### src/rtl/toggle_detect_gen.sv
// Per-bit toggle coverage monitor: first-toggle pulses, sticky coverage and a coverage count.
// Optional macro TOGGLE_REPORT_EVERY_EN: pulse valid on every toggle, not only the first.
module toggle_detect_gen #(
    parameter int          WIDTH       = 11,
    parameter logic [63:0] COVER_INDEX = 64'd0
) (
    input  logic                       clock,
    input  logic                       reset_n,
    input  logic [WIDTH-1:0]           sig,
    input  logic                       sample_en,
    input  logic                       clear,
    output logic [WIDTH-1:0]           valid,
    output logic [WIDTH-1:0]           covered,
    output logic [$clog2(WIDTH+1)-1:0] cover_count,
    output logic                       all_covered,
    output logic [63:0]                cover_base
);

    localparam int CW = $clog2(WIDTH + 1);

    typedef enum logic [1:0] {
        IDLE  = 2'd0,
        ARMED = 2'd1,
        DONE  = 2'd2
    } state_t;

    state_t           state, state_nxt;
    logic [WIDTH-1:0] prev, prev_nxt;
    logic [WIDTH-1:0] toggles;
    logic [WIDTH-1:0] seen;
    logic [WIDTH-1:0] covered_nxt;
    logic [WIDTH-1:0] valid_nxt;
    logic [CW-1:0]    count_nxt;

    assign cover_base = COVER_INDEX;
    assign toggles    = sig ^ prev;
    assign seen       = covered | toggles;

    // NOTE: sequential state is written with <= so every register samples pre-edge values.
    always_ff @(posedge clock or negedge reset_n) begin
        if (!reset_n) state <= IDLE;
        else          state <= state_nxt;
    end

    always_comb begin
        // NOTE: default assignment first so no path leaves state_nxt unassigned (no latch).
        state_nxt = state;
        if (clear) begin
            state_nxt = IDLE;
        end else if (sample_en) begin
            case (state)
                IDLE:    state_nxt = ARMED;
                ARMED:   if (&seen) state_nxt = DONE;
                DONE:    state_nxt = DONE;
                default: state_nxt = IDLE;
            endcase
        end
    end

    // Next values of the registered outputs and the reference sample.
    always_comb begin
        prev_nxt    = prev;
        covered_nxt = covered;
        valid_nxt   = '0;
        if (clear) begin
            covered_nxt = '0;
        end else if (sample_en) begin
            prev_nxt = sig;
            case (state)
                ARMED: begin
                    covered_nxt = seen;
`ifdef TOGGLE_REPORT_EVERY_EN
                    valid_nxt = toggles;
`else
                    valid_nxt = toggles & ~covered;
`endif
                end
                DONE: begin
`ifdef TOGGLE_REPORT_EVERY_EN
                    valid_nxt = toggles;
`else
                    valid_nxt = '0;
`endif
                end
                default: valid_nxt = '0;
            endcase
        end
    end

    // Population count of the next coverage vector; it cannot exceed WIDTH.
    always_comb begin
        count_nxt = '0;
        for (int i = 0; i < WIDTH; i++) begin
            count_nxt = count_nxt + CW'(covered_nxt[i]);
        end
    end

    // NOTE: every register here is reset asynchronously so a reset drops any pending pulse at once.
    always_ff @(posedge clock or negedge reset_n) begin
        if (!reset_n) begin
            prev        <= '0;
            covered     <= '0;
            valid       <= '0;
            cover_count <= '0;
            all_covered <= 1'b0;
        end else begin
            prev        <= prev_nxt;
            covered     <= covered_nxt;
            valid       <= valid_nxt;
            cover_count <= count_nxt;
            all_covered <= &covered_nxt;
        end
    end

endmodule
### config.mk
export PLATFORM = sky130hd
export DESIGN_NAME = toggle_detect_gen
export DESIGN_NICKNAME = d
export VERILOG_FILES = /design/src/rtl/toggle_detect_gen.sv
export SDC_FILE = /design/constraint.sdc
export NUM_CORES = 1
export LEC_CHECK = 0
export ABC_AREA = 1
export CORE_MARGIN = 1.5
export CORE_UTILIZATION = 47
export CTS_CLUSTER_DIAMETER = 50
export DETAILED_ROUTE_END_ITERATION = 10
export PLACE_DENSITY = 0.87
export SLEW_MARGIN = 20
export SYNTH_ARGS = -nofsm -noshare
export SYNTH_HDL_FRONTEND = slang
export SYNTH_SLANG_ARGS = --single-unit
### constraint.sdc
create_clock -name clock -period 10.8 [get_ports clock]
set_input_delay 3.24 -clock clock [delete_from_list [all_inputs] [get_ports clock]]
set_output_delay 3.24 -clock clock [all_outputs]
set_load 0.02 [all_outputs]
# == After elaboration in Yosys (flattened, before gate mapping) ==
# Cells that the tools add are included.
# totals
reg_bits,40
elab_cells,40
output_inout_bits,91
in_bits,15
# op_classes
n_addsub,10
eq_ne,3
bitwise_logic,5
n_reduce_logical,6
n_mux,10
# ops
cell,n
2-to-1 mux 11 bit,6
adder 4 x 1 -> 4 bit,7
AND reduction 11 bit,2
AND 11 bit,1
inverter 11 bit,1
OR 11 bit,1
bitwise XOR 11 bit,1
2-to-1 mux 2 bit,3
one-hot mux 2 bit (3 select lines),1
adder 3 x 1 -> 4 bit,1
AND reduction 2 bit,2
adder 2 x 1 -> 3 bit,1
!= test 3 bit (second input constant),1
adder 1 x 1 -> 2 bit,1
== test 2 x 1 -> 1 bit (second input constant),1
== test 2 bit (second input constant),1
logical NOT 2 bit,1
nonzero test 2 bit,1
inverter 1 bit,1

# == Longest topological paths before layout ==
# Gate-level depths: netlist (run 1).
# logic_depth
depth_word,15
depth_mapped,14
mapped_depth_nobuf,14

# == Worst setup path after synthesis (run 1) ==
# Ideal clock, no wire load.
# synth_path
kind,input -> register
from,in clear
to,reg cover_count[2]
slack_ps,4550
arrival_ps,6127
stages,10
t_required_ps,10677
path_buffers,1
setup_ps,123
path_cell_list,buf_6 o21ai_0 inv_1 fa_1 fa_1 fa_1 inv_1 fa_1 fa_1 xnor2_1
# synth_via
elab_chain_len,11
# synth_rtl
item,line_no,rtl
"start, declared",11,"input logic clear,"
2-to-1 mux 11 bit,65,if (clear) begin
named net covered_nxt[1],31,logic [WIDTH-1:0] covered_nxt;
adder 1 x 1 -> 2 bit,94,count_nxt = count_nxt + CW'(covered_nxt[i]);
adder 2 x 1 -> 3 bit,94,
adder 3 x 1 -> 4 bit,94,
adder 4 x 1 -> 4 bit (7 in series),94,
named net count_nxt[2],33,logic [CW-1:0] count_nxt;
"end signal, assigned",110,cover_count <= count_nxt;
"end, declared",14,"output logic [$clog2(WIDTH+1)-1:0] cover_count,"
# The timed path passes the listed nets, and every way through them passes these cells.
# A chain may end at the register's enable or synchronous reset.

# == Worst setup path in the final report (run 1) ==
# Ends and elaborated chain as after synthesis.

==> metrics, run 1 <==
largest net degree at the start of global routing=41; root buffer cell=clkbuf_8; switching pwr=138.2 uW; Die X=76.84 um; Max IR drop VDD=64.14 uV; RSZ-0062 raised after global routing=false; GR Overflow Total=0; first-pass GRT wire length=7.707 mm; CP delay by family, top=adder cells; vias in the first global route=1735; clock share of power=30.7%; Design Area, Final=0.002903 mm2; worst hold path type=reg -> reg; Hold Path Sink=valid[1]$_DFF_PN0_; power per cell area=139.8 mW/mm2; all-layer global routing usage=16.75%; DP HPWL=3.629 mm; min-delay src=covered[1]$_DFF_PN0_; TritonCTS clock tree=yes; DIE AREA=0.005904 mm2; routability cong.=0.8647; worst r2r path cells=14; r2r endpoint=cover_count[2]$_DFF_PN0_; Seq pwr share=41.9%; Fin Clk Skew=0.006311 ns; Post-synth top cells=nand2_1 (65), buf_4 (64), inv_1 (48); Seq/Total Area, Yosys=39.06%; critical path capture point type=flip-flop; LEAKAGE=0.001555 uW; hold path cells=1; internal power=267.7 uW; FP Rows=26; Cell Count, Final, Fillers Out=420; clock sink total=40; I/O Buffers=41; crit-path max cell delay=0.78 ns; WS Path Type=in -> reg; Routed Antenna Nets=0; Async SR Flop Fraction=100.0%; Final period util=65.33%; arrival time of the worst setup path=7.24 ns; Area growth syn-to-layout=13.28%; Starting Density=49.54%; Netlist Area Pre-Place=0.002562 mm2; average cell area after synthesis=8.402 um2; CTS max path bufs=2; nets@finish=375; setup_tns=0 ns; Clk pin slew, worst setup/hold paths=0.08 ns; core area=0.005172 mm2; Fin. Hold Viols=0; FMAX=141.7 MHz; Synth warnings=0; crit path buf inv count=3; area fraction of the dominant cell type after synthesis=39.06%; Top Ports=106; switching share of power=34.04%; Vias/cell=4.276; Logic pwr share=27.4%; maxcap violations=0; Reg-to-Reg Start=state[1]$_DFFE_PN0P_; Syn Inst Count=305; CP max FO=12; Post-synth EDFFs=0; fin. max-slew vios=0; CTS buffer count=5; Required @ worst endpoint=10.99 ns; Placed Cells=412; Slowest-stage cell, CP=clkdlybuf4s50_1; Setup Buffers After CTS=0; most common cell in the netlist=nand2_1; Post-CTS Resized=0; Distinct cells, synth=31; H-tree depth=2; n_diodes=0; top_reg_cell synth=dfrtp_1; Routed wire per std cell=11.31 um; DR pass1 iterations=4; number of remaining DRC errors=0; # setup viols final=0; # fillers=462; Max-slew headroom=41.26%; Clock Latency Late Sink=0.30 ns; crit path launch type=primary input; Cell Chain, Critical Path=clkdlybuf4s50_1 > nor2_4 > nand2_1 > o21ai_0 > inv_1 > fa_1 > fa_1 > fa_1 > inv_1 > fa_1 > fa_1 > xnor2_1; initial antenna violation count=0; leading post-synthesis cells by cell area=dfrtp_1 (39%), buf_4 (19%), nand2_1 (9.5%), inv_1 (7.0%), fa_1 (5.5%); status=finished clean; worst-margin pin slew=0.8802 ns; Vias=1796; Die Y=76.84 um; Synth Register Bits=40; Routed WL=4.750 mm; min Tclk post-route=7.056 ns; DRT iter0 DRCs=102; share of cells above drive strength 1=9.143%; Worst path most repeated cell=fa_1; reg2reg setup slack=6.82 ns; hold-fix buffer count after cts=0; DP Area=0.002791 mm2; Yosys top cell by area=dfrtp_1
==> worst max-delay path by stage <==
stage,from,end,slack [ns],depth (start not counted)
floorplan,clear,cover_count[2]$_DFF_PN0_,4.55,10
global placement,clear,cover_count[2]$_DFF_PN0_,3.59,12
detailed placement,clear,cover_count[2]$_DFF_PN0_,3.42,12
CTS,clear,cover_count[2]$_DFF_PN0_,3.74,12
global route,clear,cover_count[2]$_DFF_PN0_,3.52,12
finish,clear,cover_count[2]$_DFF_PN0_,3.74,12
==> per-layer routing <==
layer	GRT usage (%)	vias to the layer above	wire length (um)
met3	3.929	8	304
li1	-	871	-
met4	8.148	0	65
met5	0	-	0
met2	27.61	74	2387
met1	20.55	843	1991
==> power groups by stage <==
| stage | Sequential [uW] | Clock, uW | Combinational, uW |
|---|---|---|---|
| detailed placement | 173 | 0 | 110 |
| floorplan | 180 | 0 | 84.3 |
| finish | 170 | 124 | 111 |
| CTS | 170 | 126 | 111 |
| global route | 172 | 130 | 123 |
| global placement | 173 | 0 | 106 |
==> state kept, by name, indices dropped and copies added, names as in the netlist <==
register / flops
all_covered: 1
cover_count: 4
covered: 11
prev: 11
state: 2
valid: 11
==> area by class of cell <==
type                            count  area [um2]  area share, %
Multi-Input combinational cell    209        1095          37.72
Clock inverter                      3       42.54          1.466
Inverter                           52       202.7          6.983
Tap cell                           70       87.58          3.017
Timing Repair Buffer               41       405.4          13.97
Sequential cell                    40        1001          34.48
Clock buffer                        5       68.82          2.371
==> cell families after synthesis <==
group                    Yosys count  share of synthesized area, %
AO/OA/AOI/OAI                     18                         3.955
XOR/XNOR                           1                        0.3419
adder cells (fa/ha/maj)           11                         7.422
buffers and inverters            119                         27.44
flip-flops                        40                         39.06
other                              1                        0.1463
AND/OR/NAND/NOR                  115                         21.63
==> stage by stage <==
step / setup slack, ns / hold WS, ns / total power [uW] / util (%)
CTS: 3.742 / 0.4707 / 407.6 / 56.12
floorplan: 4.550 / 0.4419 / 264.4 / -
detailed placement: 3.423 / 0.4595 / 283.1 / 53.97
global route: 3.519 / 0.5012 / 424.7 / 56.12
finish: 3.744 / 0.4689 / 405.8 / 56.12
global placement: 3.585 / 0.4546 / 278.9 / 53.97
==> cells in the final DEF, fill, tap and decap left out <==
cell type / count
nand2_1: 65
conb_1: 64
inv_1: 48
dfrtp_1: 40
clkdlybuf4s50_1: 40
o21ai_0: 13
nand3_1: 13
nor2_1: 10
nor3_1: 7
fa_1: 7
nand2_2: 5
clkbuf_8: 5
nand2_4: 4
ha_1: 4
nor2_4: 3
a21oi_1: 3
inv_2: 2
nor2_2: 2
and2_4: 1
clkinv_4: 1
inv_4: 1
o21ai_4: 1
and3_2: 1
xnor2_1: 1
nand3_2: 1
nand4_1: 1
nor3_2: 1
nand3b_1: 1
o21ai_1: 1
bufinv_16: 1
clkinvlp_4: 1
clkinv_2: 1
buf_2: 1
Power figures use the tool's default switching activity.
==> run 2: changes to the inputs <==
- CORE_UTILIZATION: 47 -> 43
- PLACE_DENSITY: 0.87 -> 0.8
- clock period: 10.8 -> 7.2 ns (I/O delays scaled with it)
==> run 2 against run 1 <==
Net effect: clock skew rose by 0.0033 ns; register-to-register slack worse by 3.6 ns; first-iteration DRC count increased by 4.9%; highest routed layer unchanged; hold slack about the same; largest cell class unchanged.
==> metrics, run 2 (synthesis results as in run 1) <==
status=finished clean; clock sink total=40; # setup viols final=0; Routed wire per std cell=10.98 um; all-layer global routing usage=15.07%; crit path launch type=primary input; maxcap violations=0; first-pass GRT wire length=7.300 mm; reg2reg setup slack=3.22 ns; arrival time of the worst setup path=6.17 ns; Starting Density=45.42%; Die Y=80.20 um; Post-CTS Resized=0; pre-CTS WS=0.8625 ns; largest net degree at the start of global routing=41; FP Rows=27; Area growth syn-to-layout=13.38%; Cell Count, Final, Fillers Out=422; commonest non-fill, non-tap cell in the layout=nand2_1; Clk pin slew, worst setup/hold paths=0.08 ns; CP max FO=12; DIE AREA=0.006431 mm2; Vias/cell=4.232; GR Overflow Total=0; share of cells above drive strength 1=9.143%; n_diodes=0; Vias=1786; Required @ worst endpoint=7.38 ns; Clock Latency Late Sink=0.30 ns; DP HPWL=3.616 mm; fin. max-slew vios=0; H-tree depth=2; vias in the first global route=1574; Final period util=83.23%; worst hold path type=reg -> reg; Die X=80.20 um; I/O Buffers=41; critical path capture point type=flip-flop; power per cell area=208.4 mW/mm2; routability cong.=0.8952; initial antenna violation count=0; Placed Cells=414; nets@finish=375; Top Ports=106; Routed Antenna Nets=0; CTS max path bufs=2; Fin Clk Skew=0.009625 ns; min Tclk post-route=5.992 ns; Max IR drop VDD=78.86 uV; setup_tns=0 ns; DR pass1 iterations=5; WS Path Type=in -> reg; root buffer cell=clkbuf_8; FMAX=166.9 MHz; core area=0.005642 mm2; Max-slew headroom=41.97%; Setup Buffers After CTS=0; CTS buffer count=5; hold-fix buffer count after cts=0; Routed WL=4.635 mm; TritonCTS clock tree=yes; # fillers=526; Fin. Hold Viols=0; setup slack after layout=1.208 ns; commonest non-fill, non-tap cells in the layout=nand2_1 (65), conb_1 (64), inv_1 (48), dfrtp_1 (40), clkdlybuf4s50_1 (40); LEAKAGE=0.001555 uW; number of remaining DRC errors=0; RSZ-0062 raised after global routing=false; DRT iter0 DRCs=107; Regs by FF count=covered: 11 flops, prev: 11 flops, valid: 11 flops; worst-margin pin slew=0.8704 ns
-- run 2: cell counts in the layout (fill, tap and decap cells not counted) --
Identical to the previous run, type by type.
-- run 2: metal layers --
metal / up-vias / routed length, um / track usage (%)
met3: 11 / 301 / 4.886
met2: 74 / 2294 / 23.53
met1: 827 / 1937 / 19.14
met4: 0 / 102 / 6.207
li1: 874 / - / -
met5: - / 0 / 0
-- run 2: path summary, 6_finish.rpt --
check | from | to | depth (start not counted)
setup / recovery | clear | cover_count[2]$_DFF_PN0_ | 12
hold / removal | covered[0]$_DFF_PN0_ | valid[0]$_DFF_PN0_ | 1
setup reg to reg | state[1]$_DFFE_PN0P_ | cover_count[2]$_DFF_PN0_ | 14
hold reg to reg | covered[0]$_DFF_PN0_ | valid[0]$_DFF_PN0_ | 1
max in group asynchronous | reset_n | covered[4]$_DFF_PN0_ | 1
min in group asynchronous | reset_n | prev[0]$_DFFE_PN0P_ | 1
-- run 2: area by class of cell --
cell class	count	area (um2)	share of cell area, %
clock inverter	3	42.54	1.464
clock buffer	5	68.82	2.369
sequential	40	1001	34.45
multi-input combinational	209	1095	37.68
timing repair buffer	41	405.4	13.95
inverter	52	202.7	6.977
tap	72	90.09	3.101
-- run 2: power by group --
group	internal, uW	switching (uW)
clock	103	81.4
combinational	54.8	111
sequential	244	11.0
-- run 2: stage by stage --
step	utilization [%]	hold WS, ns	cell area [um2]	total power [uW]
after floorplan	-	0.4419	2799	396.6
after global placement	49.52	0.4539	2794	418.9
after detailed placement	49.52	0.4587	2794	426.1
after CTS	51.50	0.4699	2905	611.0
after global routing	51.50	0.4766	2905	639.4
final	51.50	0.4692	2905	605.5
-- run 2: critical path: stages --
cell	delay, ns
clkdlybuf4s50_1	0.78
nor2_4	0.31
nand2_1	0.09
o21ai_0	0.17
inv_1	0.13
fa_1	0.57
fa_1	0.46
fa_1	0.51
inv_1	0.06
fa_1	0.40
fa_1	0.40
xnor2_1	0.14
